[src/rtl/fifo_rr_read_arbiter.sv]
// Round-robin read scheduler: picks one eligible non-empty FIFO per slot, strobes its read,
// and captures the head word plus channel tag into a single valid/ready output register.
module fifo_rr_read_arbiter #(
  parameter int N_CH  = 4,
  parameter int WIDTH = 8,
  localparam int CH_W = $clog2(N_CH)
) (
  input  logic                    ck,
  input  logic                    reset,
  input  logic [N_CH-1:0]         ch_en,
  input  logic [N_CH-1:0]         fifo_empty,
  input  logic [N_CH*WIDTH-1:0]   fifo_data,
  output logic [N_CH-1:0]         fifo_read,
  output logic                    out_valid,
  input  logic                    out_ready,
  output logic [WIDTH-1:0]        out_data,
  output logic [CH_W-1:0]         out_ch,
  output logic                    busy
);

  localparam logic ST_EMPTY = 1'b0;
  localparam logic ST_FULL  = 1'b1;

  logic              state_reg, state_next;
  logic [CH_W-1:0]   last_reg;
  logic [N_CH-1:0]   cool_reg;
  logic [WIDTH-1:0]  data_reg;
  logic [CH_W-1:0]   ch_reg;

  logic [WIDTH-1:0]  word [N_CH];
  logic [N_CH-1:0]   elig;
  logic              slot;
  logic              any_elig;
  logic              grant;
  logic [CH_W-1:0]   gnt_idx;

  generate
    for (genvar gi = 0; gi < N_CH; gi++) begin : g_word
      assign word[gi] = fifo_data[gi*WIDTH +: WIDTH];
    end
  endgenerate

  // A channel read last cycle still shows its old head, so it sits out one cycle.
  assign elig     = ch_en & ~fifo_empty & ~cool_reg;
  assign any_elig = |elig;
  assign slot     = (state_reg == ST_EMPTY) | out_ready;
  assign grant    = slot & any_elig & ~reset;

  always_comb begin
    logic            found;
    logic [CH_W-1:0] cand;
    found   = 1'b0;
    gnt_idx = '0;
    cand    = '0;
    for (int k = 1; k <= N_CH; k++) begin
      cand = CH_W'((int'(last_reg) + k) % N_CH);
      if (!found && elig[cand]) begin
        found   = 1'b1;
        gnt_idx = cand;
      end
    end
  end

  always_comb begin
    fifo_read = '0;
    if (grant) begin
      fifo_read[gnt_idx] = 1'b1;
    end
  end

  always_comb begin
    state_next = state_reg;
    case (state_reg)
      ST_EMPTY: if (grant) state_next = ST_FULL;
      ST_FULL:  if (out_ready && !grant) state_next = ST_EMPTY;
      default:  state_next = ST_EMPTY;
    endcase
  end

  always_ff @(posedge ck or posedge reset) begin
    if (reset) begin
      state_reg <= ST_EMPTY;
      last_reg  <= CH_W'(N_CH - 1);
      cool_reg  <= '0;
      data_reg  <= '0;
      ch_reg    <= '0;
    end else begin
      state_reg <= state_next;
      cool_reg  <= fifo_read;
      if (grant) begin
        data_reg <= word[gnt_idx];
        ch_reg   <= gnt_idx;
        last_reg <= gnt_idx;
      end
    end
  end

  assign out_valid = (state_reg == ST_FULL);
  assign out_data  = data_reg;
  assign out_ch    = ch_reg;
  assign busy      = out_valid | any_elig;

endmodule

[config.mk]
export PLATFORM = sky130hd
export DESIGN_NAME = fifo_rr_read_arbiter
export DESIGN_NICKNAME = d
export VERILOG_FILES = /design/src/rtl/fifo_rr_read_arbiter.sv
export SDC_FILE = /design/constraint.sdc
export NUM_CORES = 1
export LEC_CHECK = 0
export CAP_MARGIN = 15
export CORE_MARGIN = 10
export CORE_UTILIZATION = 41
export CTS_BUF_LIST = sky130_fd_sc_hd__clkbuf_4 sky130_fd_sc_hd__clkbuf_8
export DETAILED_ROUTE_END_ITERATION = 10
export MAX_ROUTING_LAYER = met4
export PLACE_DENSITY = 0.83
export SLEW_MARGIN = 25
export SYNTH_ARGS = -nofsm -noshare
export SYNTH_HDL_FRONTEND = slang
export SYNTH_SLANG_ARGS = --single-unit
[constraint.sdc]
create_clock -name ck -period 6.1 [get_ports ck]
set_clock_uncertainty 0.05 [all_clocks]
set_input_delay 1.22 -clock ck [delete_from_list [all_inputs] [get_ports ck]]
set_output_delay 1.22 -clock ck [all_outputs]
set_load 0.02 [all_outputs]
[After elaboration in Yosys (flattened, before gate mapping)]
Cells that the tools add are included.
Storage, ports and cells
  latch bits: 0
  memories kept: 0
  flip-flop bits (word level): 17
  bits in read-only memories: 0
  input port bits: 43
  memory bits (writable): 0
  word-level logic and storage cells: 61
Operators by class
  divide/modulo/power cells: 0
  shift-type cells: 0
  eq/ne operators: 0
  reductions and logical operators: 10
  bitwise logic cells: 11
  muxes and demuxes: 24
  $mul: 0
  add/sub/neg operators: 4
  magnitude comparators: 7
Operators with widths (number)
  $bmux 8 s2: 1
  $mux 8: 2
  $lt 2x3->1 const B: 5
  $mux 1: 10
  $and 4x4->4: 2
  $bmux 1 s2: 4
  $mux 2: 4
  $not 4->4: 2
  $logic_and 1x1->1: 5
  $add 2x1->2 const B: 2
  $add 2x2->2 const B: 2
  $logic_not 1->1: 4
  $mux 4: 1
  $reduce_or 4->1: 1
  $ge 3x3->1 const B: 1
  $not 2->3: 1
  $and 1x1->1: 2
  $demux 1 s2: 1
  $ge 2x1->1 const B: 1
  $not 1->1: 2
  $or 1x1->1: 2
  $pmux 1 s2: 1

[Depth between registers and ports, before layout]
  word-level depth: 20
  depth in mapped cells: 7
  gate-level depth less buffers: 5

[Worst setup path after synthesis]
Ideal clock, no wire load.
  path type: input -> output
  start point: in fifo_empty[1]
  end point: out fifo_read[0]
  arrival time: 2.737 ns
  slack: 2.093 ns
  cell stages on the path: 5
  buffers on the path: 1
  required time: 4.830 ns
  cell sequence: nor3b_1 nor4_1 or3_1 buf_2 nor3_1
On the way
  longest elaborated chain between the ends: 20
Ends and longest elaborated chain
  from (decl): RTL line 11  | input logic [N_CH-1:0] fifo_empty,
  $not 4->4 *: RTL line 44  | assign elig = ch_en & ~fifo_empty & ~cool_reg;
  $and 4x4->4 * (2 in a row): RTL line 44
  $bmux 1 s2: RTL line 57  | if (!found && elig[cand]) begin
  $mux 1 (implied by the code): RTL line 57
  $mux 1: RTL line 57
  $logic_not 1->1: RTL line 57
  $logic_and 1x1->1: RTL line 57
  $mux 1: RTL line 57
  [3 not listed]
  $logic_not 1->1: RTL line 57
  $logic_and 1x1->1: RTL line 57
  $mux 2: RTL line 57
  $lt 2x3->1 (implied by the code) / $ge 2x1->1 (equally long branches): RTL line 67  | fifo_read[gnt_idx] = 1'b1;
  $logic_and 1x1->1 (implied by the code): RTL line 67
  $mux 1 (implied by the code): RTL line 67
  $demux 1 s2: RTL line 67
  $mux 4 *: RTL line 66  | if (grant) begin
  to (decl): RTL line 13  | output logic [N_CH-1:0] fifo_read,
Every way passes the cells marked *; elsewhere a longest branch is shown, timed or not. The select of a mux whose other input is x is not followed.

[Worst setup path after layout]
  start point: in ch_en[1]
  end point: out fifo_read[1]
On the way
  longest elaborated chain between the ends: 19
Ends and longest elaborated chain
  from (decl): RTL line 10  | input logic [N_CH-1:0] ch_en,
  $and 4x4->4 * (2 in a row): RTL line 44
  $bmux 1 s2: RTL line 57
  $mux 1 (implied by the code): RTL line 57
  $mux 1: RTL line 57
  $logic_not 1->1: RTL line 57
  $logic_and 1x1->1: RTL line 57
  $mux 1: RTL line 57
  $logic_not 1->1: RTL line 57
  [2 not listed]
  $logic_not 1->1: RTL line 57
  $logic_and 1x1->1: RTL line 57
  $mux 2: RTL line 57
  $lt 2x3->1 (implied by the code) / $ge 2x1->1 (equally long branches): RTL line 67
  $logic_and 1x1->1 (implied by the code): RTL line 67
  $mux 1 (implied by the code): RTL line 67
  $demux 1 s2: RTL line 67
  $mux 4 *: RTL line 66
Marks and branches as above.

==> results.txt <==
TritonCTS built the clock tree. Registers are responsible for 37.5% of the overall power. The final layout net count is 192. Port buffering added 58 buffers. Across all setup checks in the final design, the least slack found is 1.02 ns. Setup violations remaining at the end of the flow were counted as 0. The number of buffers added to fix hold violations after cts is 0. The total grt overflow came out at 0.

The share of total power consumed by net switching is 36.1%. The type of destination of the critical path is an output pin. Buffers inserted during clock tree synthesis total 3. The flop and latch count out of synthesis came out at 17. The number of violations of the max-capacitance limit is 0. The H-tree depth reported by CTS came out at 1. IR analysis of the VDD net gives a maximum drop of 0.000183 V. Setup repair after global routing left no endpoint under its margin. During synthesis, Yosys emitted a total of 0 warnings. The cell area after synthesis is 1000 um^2. The worst setup timing slack at the placement stage came out at 1.04 ns. After clock tree synthesis, the clock-pin slew on the worst setup and hold paths is 0.10 ns.

The total count of hold-check failures in the final report is 0. The number of pins exceeding their max-slew limit in the final report came to 0. The worst hold path belongs to the class flip-flop to flip-flop. The mean routed wirelength per cell is 18.8 um. The multi-input gate area in the final layout came out at 519 um^2.

The achievable frequency is 197 MHz. The combinational group share of total power came out at 47.9%. The number of clock sinks came out at 17.

The number of global-route vias before repair came out at 1039. The number of setup buffers added after CTS is 0. The flow ran to the end, and the final reports show no timing, DRC or antenna violations. The clock insertion delay at the later pin of the skew report is 0.29 ns.

The post-cts sizing count came out at 0. The share of the clock period used by the worst path after layout came out at 83.3%. Along the worst path, the maximum fanout reaches 12. The total DRC errors in the routed layout came out at 0. During I/O placement, the number of pins put on the boundary was 59. The final route contains 931 vias. The sequential fraction of the synthesis area came out at 42.7%.

The instance count of the mapped netlist is 89. The buffer depth of the longest clock path is 2. In this run the power spent charging and discharging nets is 0.162 mW. The post-detailed-placement half-perimeter wirelength is 2760 um. In this run the worst setup path begins at ch_en[1]. Summed over all instances, the cell type with the most area after synthesis is sky130_fd_sc_hd__dfrtp_1. The cell area power density is 279 nW/um^2. The category of the critical setup timing path is input pin to output pin.

Global routing consumed, over all layers together, 13.7% of the routing resources. The initial antenna violation count is 0. The internal power component came out at 0.286 mW. The worst register-to-register path has a setup slack of 3.82 ns. In this run the critical register-to-register path is captured at out_data[0]$_DFFE_PP0P_. The number of flip-flops under the largest register name came out at 8. The number of different library cells in the post-synthesis netlist is 31. Synthesis produced a netlist with a net count of 132.

The DRC violation total after the first TritonRoute iteration came out at 36. The die extent in y is 69.4 um. The area of the die came out at 4820 um^2. The share of total power dissipated in the clock network is 14.6%.

The post-synthesis to final-layout area growth came out at 60.4%. The register area is 428 um^2. The diode insertion count for antenna repair is 0. The area of the placeable core is 2280 um^2. The first-pass GRT wire length came out at 5320 um. Using the TritonRoute via totals, the vias-per-cell ratio works out to 5.29. The total wire length after detailed routing is 3300 um. After filler insertion, the fill cell instance count of the layout stands at 171.

The area share of the largest cell type after synthesis is 37.5%. The depth of the worst register-to-register path came out at 5. In the post-synthesis netlist, the biggest area contributors are sky130_fd_sc_hd__dfrtp_1 (37%), sky130_fd_sc_hd__mux2i_1 (16%), sky130_fd_sc_hd__o221ai_1 (6.1%). The static leakage is 0.666 nW.

The number of placement rows is 17. The remaining number of nets flagged by the antenna check after routing came out at 0. The cell sitting at the root of the clock tree is a sky130_fd_sc_hd__clkbuf_4.

STA classifies the critical path startpoint as an input pin. The post-route netlist has 11.5% of its cells at a drive strength greater than 1. The worst register-to-register path begins at last_reg[0]$_DFFE_PP1P_. The slew of the pin with the lowest slew margin is 0.705 ns.

The termination of the worst setup path is fifo_read[1]. The critical path data required time came out at 4.83 ns. The arrival time at the worst endpoint came out at 3.81 ns. For this run, the share of the core covered by cells in the final layout is 70.6%.

Entering global routing, the biggest net connects 18 pins. The floorplan step set the die width to 69.4 um. The mean post-synth cell area came out at 11.3 um^2. In this run the tightest slew margin relative to its limit is 52.6%. The total iterations of the first detailed-routing run is 4. The starting utilization of the core area came out at 44.0%. The last weighted congestion value of the routability-driven placer is 0.775.

The post-layout minimum cycle time is 5.08 ns. After routing, the total negative slack on setup checks comes to 0 ns.
critical path, cell delays in order:
cell	delay (ns)
sky130_fd_sc_hd__clkdlybuf4s50_1	0.47
sky130_fd_sc_hd__nor3b_1	0.33
sky130_fd_sc_hd__nor4_1	0.19
sky130_fd_sc_hd__or3_1	0.59
sky130_fd_sc_hd__nor3_1	0.35
sky130_fd_sc_hd__clkdlybuf4s50_1	0.67
how the worst min path moves through the flow:
stage	from	endpoint	slack, ns	depth (start not counted)
finish	out_ch[1]$_DFFE_PP0P_	out_ch[1]$_DFFE_PP0P_	0.45	2
floorplan	last_reg[1]$_DFFE_PP1P_	last_reg[1]$_DFFE_PP1P_	0.42	2
global route	out_ch[1]$_DFFE_PP0P_	out_ch[1]$_DFFE_PP0P_	0.47	2
detailed placement	out_ch[1]$_DFFE_PP0P_	out_ch[1]$_DFFE_PP0P_	0.42	2
global placement	out_ch[1]$_DFFE_PP0P_	out_ch[1]$_DFFE_PP0P_	0.42	2
CTS	out_ch[1]$_DFFE_PP0P_	out_ch[1]$_DFFE_PP0P_	0.45	2
power groups by stage:
| stage | combinational, mW | sequential [mW] | clock (mW) |
|---|---|---|---|
| after global routing | 0.230 | 0.172 | 0.0743 |
| after detailed placement | 0.217 | 0.169 | 0 |
| after floorplan | 0.0883 | 0.196 | 0 |
| final | 0.215 | 0.168 | 0.0657 |
| after global placement | 0.211 | 0.168 | 0 |
| after CTS | 0.217 | 0.167 | 0.0677 |
kinds of logic after synthesis:
logic type / share of synthesized area, %
and+or+nand+nor: 20.6
muxes: 16.0
buffers and inverters: 5.49
DFF: 42.7
AOI/OAI and AO/OA: 15.2
final cells by class:
type / count / area share, %
clock buffer: 4 / 1.87
inverter: 2 / 0.467
multi-input combinational: 66 / 32.3
sequential: 17 / 26.6
tap: 28 / 2.18
timing repair buffer: 59 / 36.6
per-layer routing:
layer,up-vias,routed length (um),GRT usage [%]
met2,29,1800,23.6
met4,0,19,3.33
met3,2,103,3.71
met1,444,1380,15.3
met5,-,0,-
li1,456,-,-
cell usage after synthesis:
cell type                  number
sky130_fd_sc_hd__a21oi_2        1
sky130_fd_sc_hd__a221oi_2       1
sky130_fd_sc_hd__buf_12         1
sky130_fd_sc_hd__buf_2          1
sky130_fd_sc_hd__buf_6          2
sky130_fd_sc_hd__dfrtp_1       15
sky130_fd_sc_hd__dfstp_2        2
sky130_fd_sc_hd__inv_1          2
sky130_fd_sc_hd__mux2i_1       16
sky130_fd_sc_hd__nand2_1       13
sky130_fd_sc_hd__nand2_2        1
sky130_fd_sc_hd__nand2b_1       1
sky130_fd_sc_hd__nand2b_4       1
sky130_fd_sc_hd__nor2_1         3
sky130_fd_sc_hd__nor2b_1        1
sky130_fd_sc_hd__nor3_1         2
sky130_fd_sc_hd__nor3_2         1
sky130_fd_sc_hd__nor3b_1        2
sky130_fd_sc_hd__nor3b_2        2
sky130_fd_sc_hd__nor4_1         1
sky130_fd_sc_hd__o21a_1         3
sky130_fd_sc_hd__o21ai_0        1
sky130_fd_sc_hd__o21bai_1       1
sky130_fd_sc_hd__o221ai_1       7
sky130_fd_sc_hd__o221ai_2       1
sky130_fd_sc_hd__o32ai_1        2
sky130_fd_sc_hd__or2_1          1
sky130_fd_sc_hd__or3_1          1
sky130_fd_sc_hd__or3b_4         1
sky130_fd_sc_hd__or4b_1         1
sky130_fd_sc_hd__or4b_4         1
metrics by stage:
stage	hold WS [ns]	instance area (um^2)	power (mW)	cells
after global placement	0.418	1580	0.380	172
after CTS	0.447	1610	0.452	176
after detailed placement	0.424	1580	0.385	172
final	0.448	1610	0.448	176
after floorplan	0.421	1000	0.285	89
after global routing	0.472	1610	0.476	176
cell usage in the layout (no fill, tap or decap):
cell                              synthesis  final
sky130_fd_sc_hd__o32ai_1                  2      2
sky130_fd_sc_hd__nand2b_4                 1      1
sky130_fd_sc_hd__o21ai_0                  1      1
sky130_fd_sc_hd__or2_1                    1      1
sky130_fd_sc_hd__nor3b_1                  2      2
sky130_fd_sc_hd__clkbuf_4                 0      4
sky130_fd_sc_hd__nor3b_2                  2      2
sky130_fd_sc_hd__or4b_1                   1      1
sky130_fd_sc_hd__nand2_2                  1      1
sky130_fd_sc_hd__a221oi_2                 1      1
sky130_fd_sc_hd__dfrtp_1                 15     15
sky130_fd_sc_hd__or3b_4                   1      1
sky130_fd_sc_hd__o21a_1                   3      3
sky130_fd_sc_hd__or4b_4                   1      1
sky130_fd_sc_hd__buf_4                    0      1
sky130_fd_sc_hd__nor4_1                   1      1
sky130_fd_sc_hd__inv_1                    2      2
sky130_fd_sc_hd__nand2_1                 13     13
sky130_fd_sc_hd__nor2_1                   3      3
sky130_fd_sc_hd__clkdlybuf4s50_1          0     58
sky130_fd_sc_hd__nor3_1                   2      2
sky130_fd_sc_hd__nand2b_1                 1      1
sky130_fd_sc_hd__dfstp_2                  2      2
sky130_fd_sc_hd__or3_1                    1      1
sky130_fd_sc_hd__mux2i_1                 16     16
sky130_fd_sc_hd__o21bai_1                 1      1
sky130_fd_sc_hd__o221ai_2                 1      1
sky130_fd_sc_hd__o221ai_1                 7      7
sky130_fd_sc_hd__a21oi_2                  1      1
sky130_fd_sc_hd__nor3_2                   1      1
sky130_fd_sc_hd__nor2b_1                  1      1
Note: power is estimated with default switching activity, not from simulation.
